--- src/rtl/vga_sprite_engine.sv ---
`timescale 1ns/1ps
// VGA 640x480-style timing generator with a priority sprite compositor fed by a synchronous texel ROM.
// Colour and syncs leave three cycles after the raster counters.
module vga_sprite_engine #(
   parameter int         H_VISIBLE     = 640,
   parameter int         H_FP          = 16,
   parameter int         H_SYNC        = 96,
   parameter int         H_BP          = 48,
   parameter int         V_VISIBLE     = 480,
   parameter int         V_FP          = 10,
   parameter int         V_SYNC        = 2,
   parameter int         V_BP          = 33,
   parameter int         NUM_SPRITES   = 4,
   parameter int         SPR_W         = 32,
   parameter int         SPR_H         = 32,
   parameter int         SCALE_LOG2    = 3,
   parameter int         ANIM_DIV_LOG2 = 4,
   parameter logic [5:0] TRANSPARENT   = 6'b000000,
   parameter logic [5:0] BG_COLOR      = 6'b111000,
   parameter logic       SYNC_POL      = 1'b0,
   localparam int        IW            = (NUM_SPRITES > 1) ? $clog2(NUM_SPRITES) : 1,
   localparam int        AW            = IW + 1 + $clog2(SPR_H) + $clog2(SPR_W)
) (
   input  logic          clk,
   input  logic          rst_n,
   input  logic          cfg_we,
   input  logic [IW-1:0] cfg_sel,
   input  logic [10:0]   cfg_x,
   input  logic [9:0]    cfg_y,
   input  logic          cfg_en,
   output logic [AW-1:0] rom_addr,
   input  logic [5:0]    rom_data,
   output logic [7:0]    vga_pmod,
   output logic          frame_tick
);

   localparam int H_TOTAL = H_VISIBLE + H_FP + H_SYNC + H_BP;
   localparam int V_TOTAL = V_VISIBLE + V_FP + V_SYNC + V_BP;
   localparam int XW      = $clog2(H_TOTAL);
   localparam int YW      = $clog2(V_TOTAL);
   localparam int RW      = $clog2(SPR_H);
   localparam int CW      = $clog2(SPR_W);

   localparam logic [XW-1:0] X_LAST = XW'(H_TOTAL - 1);
   localparam logic [XW-1:0] X_VIS  = XW'(H_VISIBLE);
   localparam logic [XW-1:0] HS_BEG = XW'(H_VISIBLE + H_FP);
   localparam logic [XW-1:0] HS_END = XW'(H_VISIBLE + H_FP + H_SYNC);
   localparam logic [YW-1:0] Y_LAST = YW'(V_TOTAL - 1);
   localparam logic [YW-1:0] Y_VIS  = YW'(V_VISIBLE);
   localparam logic [YW-1:0] VS_BEG = YW'(V_VISIBLE + V_FP);
   localparam logic [YW-1:0] VS_END = YW'(V_VISIBLE + V_FP + V_SYNC);

   localparam logic signed [11:0] SPAN_X = 12'(SPR_W << SCALE_LOG2);
   localparam logic signed [11:0] SPAN_Y = 12'(SPR_H << SCALE_LOG2);

   function automatic logic [5:0] pick_colour(input logic vis, input logic hit, input logic [5:0] tex);
      if (!vis) return 6'b000000;
      if (!hit || tex == TRANSPARENT) return BG_COLOR;
      return tex;
   endfunction

   function automatic logic [7:0] pack_pmod(input logic hs, input logic vs, input logic [5:0] c);
      return {hs, c[5], c[3], c[1], vs, c[4], c[2], c[0]};
   endfunction

   logic [XW-1:0]          x;
   logic [YW-1:0]          y;
   logic [ANIM_DIV_LOG2:0] anim_cnt;
   logic                   eol, eof;

   logic [10:0]            sh_x  [NUM_SPRITES];
   logic [9:0]             sh_y  [NUM_SPRITES];
   logic [NUM_SPRITES-1:0] sh_en;
   logic [10:0]            act_x [NUM_SPRITES];
   logic [9:0]             act_y [NUM_SPRITES];
   logic [NUM_SPRITES-1:0] act_en;

   logic signed [11:0]     dx [NUM_SPRITES];
   logic signed [11:0]     dy [NUM_SPRITES];
   logic [NUM_SPRITES-1:0] hit_v;
   logic                   win_c, vis_c, hs_c, vs_c;
   logic [AW-1:0]          addr_c;

   logic hit_p0, vld_p0, hs_p0, vs_p0;
   logic hit_p1, vld_p1, hs_p1, vs_p1;

   assign eol = (x == X_LAST);
   assign eof = eol && (y == Y_LAST);

   always_ff @(posedge clk) begin
      if (!rst_n) begin
         x          <= '0;
         y          <= '0;
         anim_cnt   <= '0;
         frame_tick <= 1'b0;
      end else begin
         frame_tick <= eof;
         if (eol) begin
            x <= '0;
            y <= eof ? '0 : y + 1'b1;
         end else begin
            x <= x + 1'b1;
         end
         if (eof) anim_cnt <= anim_cnt + 1'b1;
      end
   end

   // Shadows take writes any time; the displayed set only changes on the frame wrap.
   always_ff @(posedge clk) begin
      if (!rst_n) begin
         sh_en  <= '0;
         act_en <= '0;
         for (int i = 0; i < NUM_SPRITES; i++) begin
            sh_x[i]  <= '0;
            sh_y[i]  <= '0;
            act_x[i] <= '0;
            act_y[i] <= '0;
         end
      end else begin
         if (eof) begin
            act_en <= sh_en;
            for (int i = 0; i < NUM_SPRITES; i++) begin
               act_x[i] <= sh_x[i];
               act_y[i] <= sh_y[i];
            end
         end
         for (int i = 0; i < NUM_SPRITES; i++) begin
            if (cfg_we && cfg_sel == IW'(i)) begin
               sh_x[i]  <= cfg_x;
               sh_y[i]  <= cfg_y;
               sh_en[i] <= cfg_en;
            end
         end
      end
   end

   always_comb begin
      for (int i = 0; i < NUM_SPRITES; i++) begin
         dx[i]    = $signed(12'(x)) - $signed({1'b0, act_x[i]});
         dy[i]    = $signed(12'(y)) - $signed({2'b00, act_y[i]});
         hit_v[i] = act_en[i] && (dx[i] >= 12'sd0) && (dx[i] < SPAN_X) &&
                    (dy[i] >= 12'sd0) && (dy[i] < SPAN_Y);
      end
   end

   // Scan from the top index down so the lowest hitting index is the last one written.
   always_comb begin
      win_c  = 1'b0;
      addr_c = '0;
      for (int i = NUM_SPRITES - 1; i >= 0; i--) begin
         if (hit_v[i]) begin
            win_c  = 1'b1;
            addr_c = {IW'(i), anim_cnt[ANIM_DIV_LOG2],
                      RW'($unsigned(dy[i]) >> SCALE_LOG2),
                      CW'($unsigned(dx[i]) >> SCALE_LOG2)};
         end
      end
      vis_c = (x < X_VIS) && (y < Y_VIS);
      hs_c  = (x >= HS_BEG && x < HS_END) ? SYNC_POL : ~SYNC_POL;
      vs_c  = (y >= VS_BEG && y < VS_END) ? SYNC_POL : ~SYNC_POL;
   end

   always_ff @(posedge clk) begin
      if (!rst_n) begin
         rom_addr <= '0;
         hit_p0   <= 1'b0;
         vld_p0   <= 1'b0;
         hs_p0    <= ~SYNC_POL;
         vs_p0    <= ~SYNC_POL;
         hit_p1   <= 1'b0;
         vld_p1   <= 1'b0;
         hs_p1    <= ~SYNC_POL;
         vs_p1    <= ~SYNC_POL;
         vga_pmod <= {~SYNC_POL, 3'b000, ~SYNC_POL, 3'b000};
      end else begin
         // p0: texel address issued to the ROM
         if (win_c) rom_addr <= addr_c;
         hit_p0 <= win_c;
         vld_p0 <= vis_c;
         hs_p0  <= hs_c;
         vs_p0  <= vs_c;
         // p1: ROM access in flight
         hit_p1 <= hit_p0;
         vld_p1 <= vld_p0;
         hs_p1  <= hs_p0;
         vs_p1  <= vs_p0;
         // p2: texel returned, final colour registered
         vga_pmod <= pack_pmod(hs_p1, vs_p1, pick_colour(vld_p1, hit_p1, rom_data));
      end
   end

endmodule

--- config.mk ---
export PLATFORM = sky130hd
export DESIGN_NAME = vga_sprite_engine
export DESIGN_NICKNAME = d
export VERILOG_FILES = /design/src/rtl/vga_sprite_engine.sv
export SDC_FILE = /design/constraint.sdc
export NUM_CORES = 1
export LEC_CHECK = 0
export BUFFER_PORTS_ARGS = -buffer_cell sky130_fd_sc_hd__buf_2
export CELL_PAD_IN_SITES_DETAIL_PLACEMENT = 1
export CELL_PAD_IN_SITES_GLOBAL_PLACEMENT = 1
export CORE_MARGIN = 5
export CORE_UTILIZATION = 40
export DETAILED_ROUTE_END_ITERATION = 16
export GPL_TIMING_DRIVEN = 0
export MAX_ROUTING_LAYER = met4
export PLACE_DENSITY = 0.71
export SLEW_MARGIN = 20
export SYNTH_ARGS = -nofsm -noshare
export SYNTH_HDL_FRONTEND = slang
export SYNTH_SLANG_ARGS = --single-unit
--- constraint.sdc ---
create_clock -name clk -period 7.35 [get_ports clk]
set_clock_uncertainty 0.2 [all_clocks]
set_input_delay 1.47 -clock clk [delete_from_list [all_inputs] [get_ports clk]]
set_output_delay 1.47 -clock clk [all_outputs]
set_load 0.05 [all_outputs]
After elaboration in Yosys (flattened, before gate mapping)
Memories as Yosys holds them, arrays and structs flattened.
Index checks and enable logic that the tools add are counted.
- flip-flop bits (word level): 63
- memories kept: 4
- bits in writable memories: 168
- memories (memory ; words ; width ; rd ports ; clocked after Yosys merged registers in ; write ports ; line ; text):
    act_x ; 4 ; 11 ; 4 ; 0 ; 4 ; 74 ; logic [10:0] act_x [NUM_SPRITES];
    sh_x ; 4 ; 11 ; 4 ; 0 ; 4 ; 71 ; logic [10:0] sh_x [NUM_SPRITES];
    act_y ; 4 ; 10 ; 4 ; 0 ; 4 ; 75 ; logic [9:0] act_y [NUM_SPRITES];
    sh_y ; 4 ; 10 ; 4 ; 0 ; 4 ; 72 ; logic [9:0] sh_y [NUM_SPRITES];
- $lt $le $gt $ge: 22
- bitwise gates (word level): 17
- multiplexer cells: 52
- reductions and logical operators: 29
- add/subtract/negate cells: 11
- eq/ne operators: 5
- operator list (operator ; number):
    10-bit 2-to-1 mux ; 9
    11-bit 2-to-1 mux ; 8
    13-bit 2-to-1 mux ; 4
    12-bit by 1-bit greater-or-equal comparator with 1-bit output (second input constant) ; 4
    12-bit by 10-bit less-than comparator with 1-bit output (second input constant) ; 4
    10-bit by 11-bit subtractor with 12-bit output ; 4
    11-bit by 1-bit greater-or-equal comparator with 1-bit output (second input constant) ; 4
    11-bit by 10-bit less-than comparator with 1-bit output (second input constant) ; 4
    10-bit by 10-bit subtractor with 11-bit output ; 4
    1-bit 2-to-1 mux ; 27
    1-bit logical AND ; 24
    6-bit 2-to-1 mux ; 4
    10-bit by 1-bit adder with 10-bit output (second input constant) ; 2
    10-bit equality test (second input constant) ; 2
    10-bit less-than comparator (second input constant) ; 2
    10-bit by 9-bit less-than comparator with 1-bit output (second input constant) ; 2
    1-bit OR ; 16
    10-bit greater-or-equal comparator (second input constant) ; 1
    10-bit by 9-bit greater-or-equal comparator with 1-bit output (second input constant) ; 1
    6-bit zero test ; 1
    5-bit by 1-bit adder with 5-bit output (second input constant) ; 1
    2-bit equality test (second input constant) ; 2
    2-bit by 1-bit equality test with 1-bit output (second input constant) ; 1
    2-bit zero test ; 1
    4 further kinds ; 4

Logic depth before layout (Yosys ltp)
Gate-level depths: netlist of the first run.
- depth in word-level cells: 10
- depth in mapped cells: 13
- mapped depth without buffers: 11

Worst setup path after synthesis of the first run
No wires, ideal clock.
- path kind: flip-flop to flip-flop
- from: register x[1]
- to: memory act_x[0][0], enable pin
- data arrival time: 5.212 ns
- stages on the path, launching flop included: 6
- setup time: 0.551 ns
- period minus slack after synthesis: 5.963 ns
- setup slack: 1.387 ns
- data required time: 6.599 ns
- buffers on the path: 0
- cells stage by stage: dfxtp_1 -> ha_1 -> nand3_1 -> nor2_1 -> nand4_1 -> o21ai_1
- RTL lines (element ; line ; text):
    start, declared ; 66 ; logic [XW-1:0] x;
    start signal, assigned ; 102 ; x <= x + 1'b1;
    end, declared ; 74 ;

==> out/results.ini, run 1 <==
[timing]
finalSetupViolations = 0
rsz0062_at_grt = false
max_slew.worst_pin.slew_ns = 1.06
post-route-min-period_ns = 4.68
fin_ws_ns = 2.67
slew_headroom_pct = 29.3
final_hold_viol_count = 0
final_max_slew_viol_count = 0
fin_crit_sh_pct = 63.7
tns_ns = 0
clock.fmax_mhz = 213

[synth]
synth_mux_area_share_pct = 0.836
syn-num-nets = 1210
avgSynthCellArea_sq_um = 11.0
synthFlopType = edfxtp_1
yosysWarnings = 0
synth.yosys.seq_area_share_pct = 52.6
synth_edf_count = 168
synth_top_family_by_area = simple AND/OR/NAND/NOR gates
synth-adder-area-share_pct = 8.88
synth-simple-area-share_pct = 19.9
synthArstFlopShare_pct = 0
netlist_instances = 1092
ys_ff_latch = 231
ys_types = 74
synth-compound-area-share_pct = 10.6
synth-xor-area-share_pct = 2.92
syn_area_sq_mm = 0.0120

[route]
wl_met1_um = 15600
postRouteAntennaNets = 0
via_per_inst = 5.30
drc = 0
drt-wirelength-per-cell_um = 20.2
route.met2.wl_um = 14900
drt_iter0_drc = 482
met3_length_um = 1090
maxUsedRoutingLayer = met4
vias = 8427
wl_um = 32100
drtPass1Iterations = 5

[floorplanning]
initial_utilization_pct = 40.4
num_rows = 63
io_pins = 55
die_area_sq_mm = 0.0335
core-area_sq_mm = 0.0296
dieHeight_um = 183
die_x_um = 183

[worst_hold_path]
min_path_type = reg -> reg

[worst_setup_path]
cp_cell_sequence = clkbuf_1, clkbuf_1, clkbuf_1, nand2_1
crit_required_ns = 7.16
crit_type = in -> reg
crit_arrival_ns = 4.49
slowest_delay_ns = 0.90
end_kind = flip-flop
crit_slowest_cell = nand2_1
critPathLaunchType = primary input
critPathMaxFanout = 21
cpMostUsedCell = clkbuf_1

[clock_network]
cts_tree = built
cts_buffers = 27
cts_max_path_buffers = 3
htreeDepth = 1
cts-root-buf = clkbuf_16
postCtsSetupRepairBufs = 0
clk_pin_slew_ns = 0.06
cts_resized = 0
hold_buffers = 0
cts.sinks = 231
clk_latency_ns = 0.53

[status]
status = complete, no violations

[final_layout]
final_nets = 1297
final_util_pct = 46.4
areaGrowthSynthToFinish_pct = 14.9
drive_gt1_share_pct = 10.3

[global_routing]
antenna_found_initial = 0
grt_pass1_vias = 8706
grtUsageTotal_pct = 19.7
grt_max_degree = 26
grt_pass1_wl_um = 50200
grt-ovfl-total = 0

[placement]
post-place-ws_ns = 2.12
hpwlAfterDp_um = 24900
gp_congestion = 0.857
io_buffers = 53

[run]
maxCapViolCount = 0

[pwr]
ir_worst_vdd_v = 0.000128
p_per_area_mw_per_mm2 = 218
leakage_nw = 5.89

-- cell type report --
cell class                 count  area (sq um)
fill                        3237         15900
sequential                   231          6310
clock inverter                 9           106
antenna                        1          2.50
clock buffer                  40           771
tap                          390           488
inverter                      91           342
timing repair buffer          58           390
multi-input combinational    730          5190
buffer                        40           164
-- synth_stat cells, types with 23 or more instances --
cell type	number	area share, %
clkbuf_1	35	1.1
nor2_1	59	1.8
dfxtp_1	63	11
o21ai_0	35	1.5
nand2_1	42	1.3
a21oi_1	36	1.5
edfxtp_1	168	42
xnor2_1	23	1.7
ha_1	85	8.9
and2_1	98	5.1
inv_1	91	2.9
and3_1	92	4.8
-- registers in the layout, indices dropped and copies added, names as in the netlist, 4 cells and up --
register,count
act_y,40
act_x,44
rom_addr,13
y,10
sh_en,4
vga_pmod,8
act_en,4
sh_x,44
anim_cnt,5
x,10
sh_y,40
-- layout by cell type, fill, tap and decap left out, types with 6 or more instances in the layout --
cell type,netlist,final
a311oi_1,7,7
nand3_1,17,17
nor3_1,20,20
o21ai_1,7,6
buf_2,2,55
o21ai_0,35,34
xnor2_1,23,23
o21a_1,19,19
and2_1,98,98
xor2_1,17,17
dfxtp_1,63,63
a21o_1,7,7
a21oi_1,36,36
nand4_1,10,10
clkbuf_16,0,28
mux2i_1,10,10
and3_1,92,92
nand2_1,42,42
a31oi_1,7,7
ha_1,85,85
nor2_1,59,59
nand2b_1,17,17
a211oi_1,8,8
edfxtp_1,168,168
or3_1,9,9
nor2b_1,18,18
clkbuf_1,35,43
inv_1,91,91
-- kinds of logic after synthesis --
family,Yosys count
compound gates,179
simple gates,416
buf+inv,131
mux,10
xor+xnor,40
flops,231
fa+ha+maj,85
-- per-stage QoR --
step	hold WS (ns)	instances	instance area [sq um]	total power, mW
finish	0.209	1590	13800	3.00
global route	0.229	1589	13800	3.11
CTS	0.211	1589	13800	3.02
detailed placement	0.197	1540	12900	1.70
global placement	0.192	1535	12700	1.69
floorplan	0.186	1092	12000	1.62
-- report_power, final --
| group | switching [mW] | internal, mW |
|---|---|---|
| clock network | 0.523 | 0.798 |
| logic | 0.123 | 0.0670 |
| registers | 0.0264 | 1.46 |
| total | 0.672 | 2.32 |
-- path summary, 6_finish.rpt --
path                            depth (start not counted)                       end  slack (ns)              start
worst max-delay path                                    4  sh_y[1][5]$_SDFFCE_PN0P_        2.67              rst_n
worst min-delay path                                    1    vga_pmod[3]$_SDFF_PN1_        0.21   vs_p1$_SDFF_PN1_
worst max register to register                         11  rom_addr[1]$_SDFFE_PN0P_        3.60  y[2]$_SDFFE_PN0P_
worst min register to register                          1    vga_pmod[3]$_SDFF_PN1_        0.21   vs_p1$_SDFF_PN1_
-- critical path: cells and delay by family --
kind,cells,cell delay (ns)
and+or+nand+nor,1,0.90
buffers and inverters,3,2.10
-- per-layer routing --
layer / GRT usage (%) / vias to the layer above
li1: - / 4109
met5: - / -
met2: 31.6 / 146
met1: 27.4 / 4136
met4: 3.58 / 0
met3: 2.34 / 36
No activity file was read; power rests on OpenSTA's default activity.
==> inputs of run 2 (changes only) <==
Settings changed: PLACE_DENSITY 0.71 to 0.74.
Clock period 7.35 ns to 3.95 ns, I/O delays scaled along.
==> out/results.ini, run 2 (synthesis gave the netlist of run 1 again) <==
[status]
status = complete, no violations

[worst_setup_path]
critPathLaunchType = flip-flop
crit_required_ns = 4.16
crit_type = reg -> reg
reg2reg_from = y[2]$_SDFFE_PN0P_
crit_arrival_ns = 3.92
cp-startpoint = y[2]$_SDFFE_PN0P_
critPathMaxFanout = 10
end_kind = flip-flop

[placement]
io_buffers = 53
dpl.cell_count = 1540
gp_congestion = 0.880
hpwlAfterDp_um = 24900

[pwr]
p_total_mw = 5.60
ir_worst_vdd_v = 0.000247
leakage_nw = 5.92
p_per_area_mw_per_mm2 = 406

[final_layout]
drive_gt1_share_pct = 11.1
num-fill-cells = 3276
regArea_sq_mm = 0.00631
multi_input_area_sq_mm = 0.00520
areaGrowthSynthToFinish_pct = 15.3
layout_common_cells = edfxtp_1 (168), and2_1 (98), and3_1 (92), inv_1 (91), ha_1 (85)
final_cells = 1593
final_nets = 1302
reg_top3 = act_x (44), sh_x (44)
layout_commonest_cell = edfxtp_1
insertedDiodeCount = 0

[clock_network]
htreeDepth = 1
cts-root-buf = clkbuf_16
cts.sinks = 231
cts_max_path_buffers = 3
cts_buffers = 27
clk_latency_ns = 0.52
cts_tree = built
clk_pin_slew_ns = 0.06

[route]
drt-wirelength-per-cell_um = 20.6
via_per_inst = 5.35
drtPass1Iterations = 5
postRouteAntennaNets = 0
vias = 8518
wl_um = 32800
drc = 0
drt_iter0_drc = 609

[floorplanning]
die_area_sq_mm = 0.0335
dieHeight_um = 183
io_pins = 55
num_rows = 63
initial_utilization_pct = 40.4
die_x_um = 183
core-area_sq_mm = 0.0296

[global_routing]
grt_max_degree = 28
grt_pass1_wl_um = 52100
globalRouteMet1Util_pct = 26.6
grtUsageTotal_pct = 20.2
antenna_found_initial = 1
grt_pass1_vias = 8958
gr-usage-met3_pct = 3.19
use_met2_pct = 33.0
grt-busiest-layer = met2
grt-ovfl-total = 0

[worst_hold_path]
min_from = vs_p1$_SDFF_PN1_
min_path_type = reg -> reg

[timing]
max_slew.worst_pin.slew_ns = 1.12
slew_headroom_pct = 25.0
final_max_slew_viol_count = 0
final_hold_viol_count = 0
fin_crit_sh_pct = 93.8
rsz0062_at_grt = false
clock.fmax_mhz = 270
post-route-min-period_ns = 3.71
finalSetupViolations = 0

[run]
maxCapViolCount = 0

## run 2: cell types whose count changed in the layout (fill, tap and decap cells not counted), moves of 2 or more
cell,before,now
clkinv_4,0,2
nand2_2,0,3
buf_4,1,6
nand2_1,42,39
## run 2: cell type report
class | count | share of cell area, %
Clock inverter | 11 | 1.02
Multi-Input combinational cell | 730 | 37.7
Tap cell | 390 | 3.53
Inverter | 91 | 2.47
Timing Repair Buffer | 63 | 3.10
Clock buffer | 37 | 5.38
Buffer | 40 | 1.19
Sequential cell | 231 | 45.6
## run 2: what timing repair did
action,4_1_cts,5_1_grt
pin swaps,0,1
cloned,0,0
resized for setup,2,2
hold buffers,0,0
setup buffers,0,5
setup endpoints to repair,38,91
## run 2: critical path, stage by stage, from the launching register on
cell	delay, ns
dfxtp_1	0.63
ha_1	0.34
o21a_1	0.18
o31a_1	0.16
o41ai_4	0.38
o21ai_1	0.23
o22ai_4	0.32
o31ai_4	0.21
or3b_4	0.51
buf_6	0.19
o221a_1	0.24
## run 2: final timing paths
kind | cells after the start | slack (ns) | to
hold reg to reg | 1 | 0.21 | vga_pmod[3]$_SDFF_PN1_
setup reg to reg | 10 | 0.24 | rom_addr[5]$_SDFFE_PN0P_
setup / recovery | 10 | 0.24 | rom_addr[5]$_SDFFE_PN0P_
hold / removal | 1 | 0.21 | vga_pmod[3]$_SDFF_PN1_
## run 2: report_power, final
| group | switching [mW] | internal (mW) |
|---|---|---|
| clock | 0.980 | 1.51 |
| sequential | 0.0473 | 2.72 |
| combinational | 0.228 | 0.125 |
## run 2: per-stage QoR
step | setup TNS (ns) | utilization [%] | hold WS (ns) | area (sq um) | setup slack (ns)
5_1_grt | 0 | 46.6 | 0.222 | 13800 | 0.0250
2_1_floorplan | 0 | - | 0.186 | 12000 | 0.563
6_report | 0 | 46.6 | 0.206 | 13800 | 0.244
3_5_place_dp | -22.62 | 43.5 | 0.197 | 12900 | -0.553
4_1_cts | 0 | 46.5 | 0.211 | 13800 | 0.0216
3_3_place_gp | -105.78 | 43.0 | 0.192 | 12700 | -0.890
## run 2: metal layers
layer / routed length, um / vias to the layer above
met5: 0 / -
met4: 761 / 0
met3: 1560 / 49
met2: 15600 / 164
met1: 14900 / 4196
li1: - / 4109
